$ cat src/rtl/fp_mult_pack.sv
// fp_mult_pack: final stage of the FP multiplier. Normalizes the fraction product, rounds to
// nearest-even, resolves overflow/underflow/special values and packs the result word.
// Two-stage valid/ready pipeline. Define FP_MULT_PACK_FLAGS_EN to add the IEEE status flags
// output {invalid, overflow, underflow, inexact}.

`ifndef FP16
`define FP16 1
`endif
`ifndef FP32
`define FP32 0
`endif
`ifndef FP64
`define FP64 2
`endif
`ifndef GET_EXP_LEN
`define GET_EXP_LEN ((data_format == `FP16) ? 5 : (data_format == `FP64) ? 11 : 8)
`endif
`ifndef GET_MANTISSA_LEN
`define GET_MANTISSA_LEN ((data_format == `FP16) ? 10 : (data_format == `FP64) ? 52 : 23)
`endif
`ifndef GET_FP_LEN
`define GET_FP_LEN ((data_format == `FP16) ? 16 : (data_format == `FP64) ? 64 : 32)
`endif

module fp_mult_pack #(
    parameter int unsigned data_format = `FP32
) (
    input  logic                              clk,
    input  logic                              rst_n,
    input  logic                              in_valid,
    output logic                              in_ready,
    input  logic                              sign,
    input  logic [`GET_EXP_LEN-1:0]           a_exp,
    input  logic [`GET_EXP_LEN-1:0]           b_exp,
    input  logic [2*`GET_MANTISSA_LEN+1:0]    prod,
    input  logic                              a_zero,
    input  logic                              b_zero,
    input  logic                              a_inf,
    input  logic                              b_inf,
    input  logic                              a_nan,
    input  logic                              b_nan,
    output logic                              out_valid,
    input  logic                              out_ready,
    output logic [`GET_FP_LEN-1:0]            result
`ifdef FP_MULT_PACK_FLAGS_EN
    ,
    output logic [3:0]                        flags
`endif
);

    localparam int unsigned E = `GET_EXP_LEN;
    localparam int unsigned M = `GET_MANTISSA_LEN;
    localparam int unsigned W = `GET_FP_LEN;

    // Exponent arithmetic is done in E+2 bits so the signed intermediate never wraps.
    localparam logic [E+1:0] BIAS_X  = {3'b000, {(E-1){1'b1}}};
    localparam logic [E+1:0] EXP_MAX = {2'b00, {E{1'b1}}};

    typedef enum logic [1:0] {ClsNormal, ClsZero, ClsInf, ClsNan} cls_e;

    logic           s2_ready;
    logic           nrm;
    logic           zero_inf;
    logic [M-1:0]   mant_c;
    logic           guard_c;
    logic           sticky_c;
    logic [E+1:0]   exp_c;
    cls_e           cls_c;

    logic           s1_valid;
    logic           s1_sign;
    logic [M-1:0]   s1_mant;
    logic           s1_guard;
    logic           s1_sticky;
    logic [E+1:0]   s1_exp;
    cls_e           s1_cls;

    logic           inc;
    logic [M:0]     mant_sum;
    logic [E+1:0]   exp_f;
    logic           ovf;
    logic           unf;
    logic [W-1:0]   result_d;

    assign s2_ready = !out_valid || out_ready;
    assign in_ready = !s1_valid || s2_ready;
    assign zero_inf = (a_zero & b_inf) | (a_inf & b_zero);

    // Normalize the product, form the unrounded exponent and classify the operands.
    always_comb begin
        nrm      = prod[2*M+1];
        mant_c   = nrm ? prod[2*M -: M] : prod[2*M-1 -: M];
        guard_c  = nrm ? prod[M] : prod[M-1];
        sticky_c = nrm ? |prod[M-1:0] : |prod[M-2:0];
        exp_c    = {2'b00, a_exp} + {2'b00, b_exp} - BIAS_X + {{(E+1){1'b0}}, nrm};
        cls_c    = ClsNormal;
        if (a_nan || b_nan || zero_inf) begin
            cls_c = ClsNan;
        end else if (a_inf || b_inf) begin
            cls_c = ClsInf;
        end else if (a_zero || b_zero) begin
            cls_c = ClsZero;
        end
    end

`ifdef FP_MULT_PACK_FLAGS_EN
    logic       s1_invalid;
    logic [3:0] flags_d;
`endif

    // Stage 1 register: loads whenever it is empty or its content moves to stage 2.
    always_ff @(posedge clk) begin
        if (!rst_n) begin
            s1_valid  <= 1'b0;
            s1_sign   <= 1'b0;
            s1_mant   <= '0;
            s1_guard  <= 1'b0;
            s1_sticky <= 1'b0;
            s1_exp    <= '0;
            s1_cls    <= ClsNormal;
`ifdef FP_MULT_PACK_FLAGS_EN
            s1_invalid <= 1'b0;
`endif
        end else if (in_ready) begin
            s1_valid <= in_valid;
            if (in_valid) begin
                s1_sign   <= sign;
                s1_mant   <= mant_c;
                s1_guard  <= guard_c;
                s1_sticky <= sticky_c;
                s1_exp    <= exp_c;
                s1_cls    <= cls_c;
`ifdef FP_MULT_PACK_FLAGS_EN
                // NaN operands propagate quietly; only 0*inf raises invalid.
                s1_invalid <= zero_inf && !(a_nan || b_nan);
`endif
            end
        end
    end

    // Round to nearest-even, then resolve specials, overflow and underflow in priority order.
    always_comb begin
        inc      = s1_guard & (s1_sticky | s1_mant[0]);
        mant_sum = {1'b0, s1_mant} + {{M{1'b0}}, inc};
        // A carry out of the mantissa leaves the fraction field zero and bumps the exponent.
        exp_f    = s1_exp + {{(E+1){1'b0}}, mant_sum[M]};
        ovf      = !exp_f[E+1] && (exp_f >= EXP_MAX);
        unf      = exp_f[E+1] || (exp_f == '0);
        result_d = '0;
        case (s1_cls)
            ClsNan:  result_d = {1'b0, {E{1'b1}}, 1'b1, {(M-1){1'b0}}};
            ClsInf:  result_d = {s1_sign, {E{1'b1}}, {M{1'b0}}};
            ClsZero: result_d = {s1_sign, {(W-1){1'b0}}};
            default: begin
                if (ovf) begin
                    result_d = {s1_sign, {E{1'b1}}, {M{1'b0}}};
                end else if (unf) begin
                    result_d = {s1_sign, {(W-1){1'b0}}};
                end else begin
                    result_d = {s1_sign, exp_f[E-1:0], mant_sum[M-1:0]};
                end
            end
        endcase
    end

`ifdef FP_MULT_PACK_FLAGS_EN
    // Status flags for the beat currently in stage 1.
    always_comb begin
        flags_d = '0;
        if (s1_cls == ClsNan) begin
            flags_d[3] = s1_invalid;
        end else if (s1_cls == ClsNormal) begin
            flags_d[2] = ovf;
            flags_d[1] = !ovf && unf;
            flags_d[0] = s1_guard || s1_sticky || ovf || unf;
        end
    end
`endif

    // Output register: holds while the consumer stalls.
    always_ff @(posedge clk) begin
        if (!rst_n) begin
            out_valid <= 1'b0;
            result    <= '0;
`ifdef FP_MULT_PACK_FLAGS_EN
            flags     <= '0;
`endif
        end else if (s2_ready) begin
            out_valid <= s1_valid;
            if (s1_valid) begin
                result <= result_d;
`ifdef FP_MULT_PACK_FLAGS_EN
                flags  <= flags_d;
`endif
            end
        end
    end

endmodule

$ cat config.mk
export PLATFORM = sky130hd
export DESIGN_NAME = fp_mult_pack
export DESIGN_NICKNAME = d
export VERILOG_FILES = /design/src/rtl/fp_mult_pack.sv
export SDC_FILE = /design/constraint.sdc
export NUM_CORES = 1
export LEC_CHECK = 0
export BUFFER_PORTS_ARGS = -buffer_cell sky130_fd_sc_hd__buf_2
export CAP_MARGIN = 25
export CORE_AREA = 2 2 97 99
export CTS_BUF_LIST = sky130_fd_sc_hd__clkbuf_2
export CTS_CLUSTER_DIAMETER = 150
export DETAILED_ROUTE_END_ITERATION = 7
export DIE_AREA = 0 0 99 101
export PLACE_DENSITY = 0.88
export SLEW_MARGIN = 25
export SYNTH_ARGS = -nofsm -noshare
export SYNTH_HDL_FRONTEND = slang
export SYNTH_SLANG_ARGS = --single-unit
$ cat constraint.sdc
create_clock -name clk -period 3.02 [get_ports clk]
set_clock_uncertainty 0.1 [all_clocks]
set_input_delay 0.302 -clock clk [delete_from_list [all_inputs] [get_ports clk]]
set_output_delay 0.302 -clock clk [all_outputs]
set_load 0.05 [all_outputs]
==> run metrics <==
First DRT Iteration DRCs 246; row cnt 35; Req. time, crit path roughly 3.4 ns; CTS buffer count 9; RSZ-0062 raised after global routing true; R2R depth 15; largest net degree at the start of global routing about 60; sequential area share after synthesis between 30% and 40%; Switching Fraction 33.79%; DR WL/cell approximately 16 microns; worst setup path endpoint result[26]$_SDFFE_PN0P_; initial antenna violation count 0; Congestion Overflow GR 0; # clock sinks between 70 and 80; r2r setup slk -0.06 ns; First-pass DRT Iterations 6; #FFs+latches synth 72; Mapped Cells roughly 500; Hold Fails Final Rpt 0; fin nets 728; maximum net fanout on the critical path 5; crit path kind reg -> reg; Final Max Tran Viols 0; outcome complete, but fails checks; Combinational Power Share 28.5%; die width 99 microns; ys async rst share 0%; Post-DP Area between 0.005 and 0.006 sq mm; port bufs ~110; placed cells 707; number of synthesized flops with an enable pin 0; vias per cell between 5 and 6; Clock transition at path regs about 0.21 ns; mapped cell area about 0.0044 sq mm; Inserted Diodes 0; most common cell after layout, fill and taps aside buf_2; worst skew pair latency approximately 0.55 ns; post-layout min period approximately 3.1 ns; Hold Crit Class in -> reg; ys flop type dfxtp_1; Setup crit start s1_mant[15]$_SDFFE_PN0P_; min setup slack post-route -0.05558 ns; hpwl dp roughly 8.2 mm; clock share of power ~26%; CP arrival about 3.4 ns; Yosys Warn Count 0; relative slew slack 30.23%; vias in the first global route about 4,000; first-pass GRT wire length about 19 mm; Max Freq between 300 and 400 MHz; total wire length 11.58 mm; ratio of cells with drive above 1 in the final layout between 30 and 40%; gp weighted congestion roughly 0.9; Tot Pwr approximately 2.4 mW; Vias 4,254; Worst setup EP type register; Root Driver clkbuf_2; Initial Utilization around half; Post-Layout Cell Count 746; CTS tree done; die height between 100 and 150 microns; sequential share of power a little under half; post-route ant nets 0; syn nets between 500 and 600; # Max-Cap Violations 0; leak pwr 2.657 nW; fillcell total about 700; failing checks negative setup slack; Cell Int Power 1.576 mW; Die Footprint ~0.01 sq mm; Mapped Avg Cell Area about 9.0 sq um; All-Layer GR Usage 22.46%; final setup fails 14; Top Ports between 100 and 150; fin crit share 101.8%; PD cells 411.7 mW/mm^2; Area Growth Syn to Fin 32.31%; Clock Path Buffers 2; depth of the CTS H-tree 3; worst flop-to-flop path startpoint s1_mant[15]$_SDFFE_PN0P_; Startpoint Class register; Reg area about 0.0015 sq mm; Hold WS about 0.011 ns; Yosys cell types 59; most frequent cells in the layout 108 x buf_2, 63 x nand2_1, 63 x dfxtp_1, 44 x nand3_1, 34 x buf_4; worst-margin pin slew 1.044 ns; DP Worst Slack -0.1682 ns; area of the multi-input gates 0.002969 sq mm; worst r2r dst result[26]$_SDFFE_PN0P_; DRC 0; Max VDD drop between 0.2 and 0.25 mV; Psw 804.0 uW; Finished Cell Area 0.005779 sq mm; CORE AREA ~0.009 sq mm
[worst min-delay path by stage]
stage                     slack (ns)                      end               startpoint  cells past startpoint
after floorplan                 0.34    s1_valid$_SDFFE_PN0N_                 in_valid                      2
after global placement          0.36  result[31]$_SDFFE_PN0P_  result[31]$_SDFFE_PN0P_                      2
after detailed placement        0.36     s1_sign$_SDFFE_PN0P_     s1_sign$_SDFFE_PN0P_                      2
after CTS                     0.0005  s1_mant[9]$_SDFFE_PN0P_                 prod[33]                      4
after global routing            0.01  s1_mant[6]$_SDFFE_PN0P_                 prod[30]                      4
final                           0.01  s1_mant[6]$_SDFFE_PN0P_                 prod[30]                      4
[power by group through the flow]
stage | clock network, mW | logic (mW) | registers (mW)
final | 0.609 | 0.678 | 1.09
after global routing | 0.645 | 0.739 | 1.10
after CTS | 0.611 | 0.660 | 1.08
after global placement | 0 | 0.570 | 1.09
after floorplan | 0 | 0.374 | 1.13
after detailed placement | 0 | 0.587 | 1.10
[area by class of cell]
type                    count  share of cell area, %
well taps                 111                  2.403
multi-input cells         369                  51.37
clock buffers               9                 0.7794
flip-flops and latches     72                  25.14
inverters                  14                 0.9093
repair buffers            165                  17.93
clock inverters             6                  1.472
[through the flow]
step           utilization [%]  setup TNS, ns
5_1_grt                  64.38         -4.126
3_5_place_dp             57.25         -3.054
4_1_cts                  62.34         -1.085
3_3_place_gp             57.25        -0.3275
2_1_floorplan                -              0
6_report                 64.38        -0.2504
[flip-flops by register name (all words and copies together) (netlist names)]
name and flops:
out_valid 1, result 32, s1_cls 2, s1_exp 10, s1_guard 1, s1_mant 23, s1_sign 1, s1_sticky 1
s1_valid 1
[timing repair]
item,in CTS,in global routing
gates cloned,1,0
gates resized for setup,22,37
setup endpoints to repair,28,28
pin swaps,8,37
setup buffers,7,4
hold buffers,14,1
endpoints found under the hold margin,11,1
[cell families (layout without fill, tap and decap cells)]
family          count (synthesis)  in the layout  share of synthesized area (%)
fa+ha+maj                      22             22                          6.474
xor+xnor                       34             34                          6.818
mux                            24             24                          5.500
simple gates                  183            183                          21.34
compound gates                106            106                          21.80
flops                          72             72                          33.00
buf+inv                        47            194                          5.070
[layer usage]
layer,up-vias,share of wire [%],GRT usage [%],routed length [microns]
met5,-,0,0,0
met4,0,2.2,9.694,250
met3,22,6.1,2.982,705
met2,169,48,37.21,5615
met1,2005,43,29.38,5011
li1,2058,-,-,-
[critical path: stages (launching register included)]
cell	delay [ns]
dfxtp_2	0.38
nand2_2	0.05
nor2_2	0.12
nand4_1	0.14
nor4_4	0.24
and4_4	0.29
ha_4	0.14
ha_4	0.16
buf_6	0.12
nand2_2	0.04
nor2_1	0.12
a31oi_1	0.05
o41a_1	0.50
buf_4	0.16
and2_4	0.17
a211oi_2	0.20
[synth_stat cells (8+ instances only)]
library cell  number  area (sq um)
nand3_1           46         230.2
nor2_1            17         63.81
o21ai_0            9         45.04
xor2_1            19         166.4
inv_1             14         52.55
dfxtp_1           72          1441
nand2_1           67         251.5
mux2i_1           24         240.2
o31ai_2           17         212.7
o211a_1           23         230.2
ha_1              21         262.8
a21oi_1           10         50.05
nor4_1             8         50.05
xnor2_1           15         131.4
clkbuf_1          22         82.58
Power figures use the tool's default switching activity.
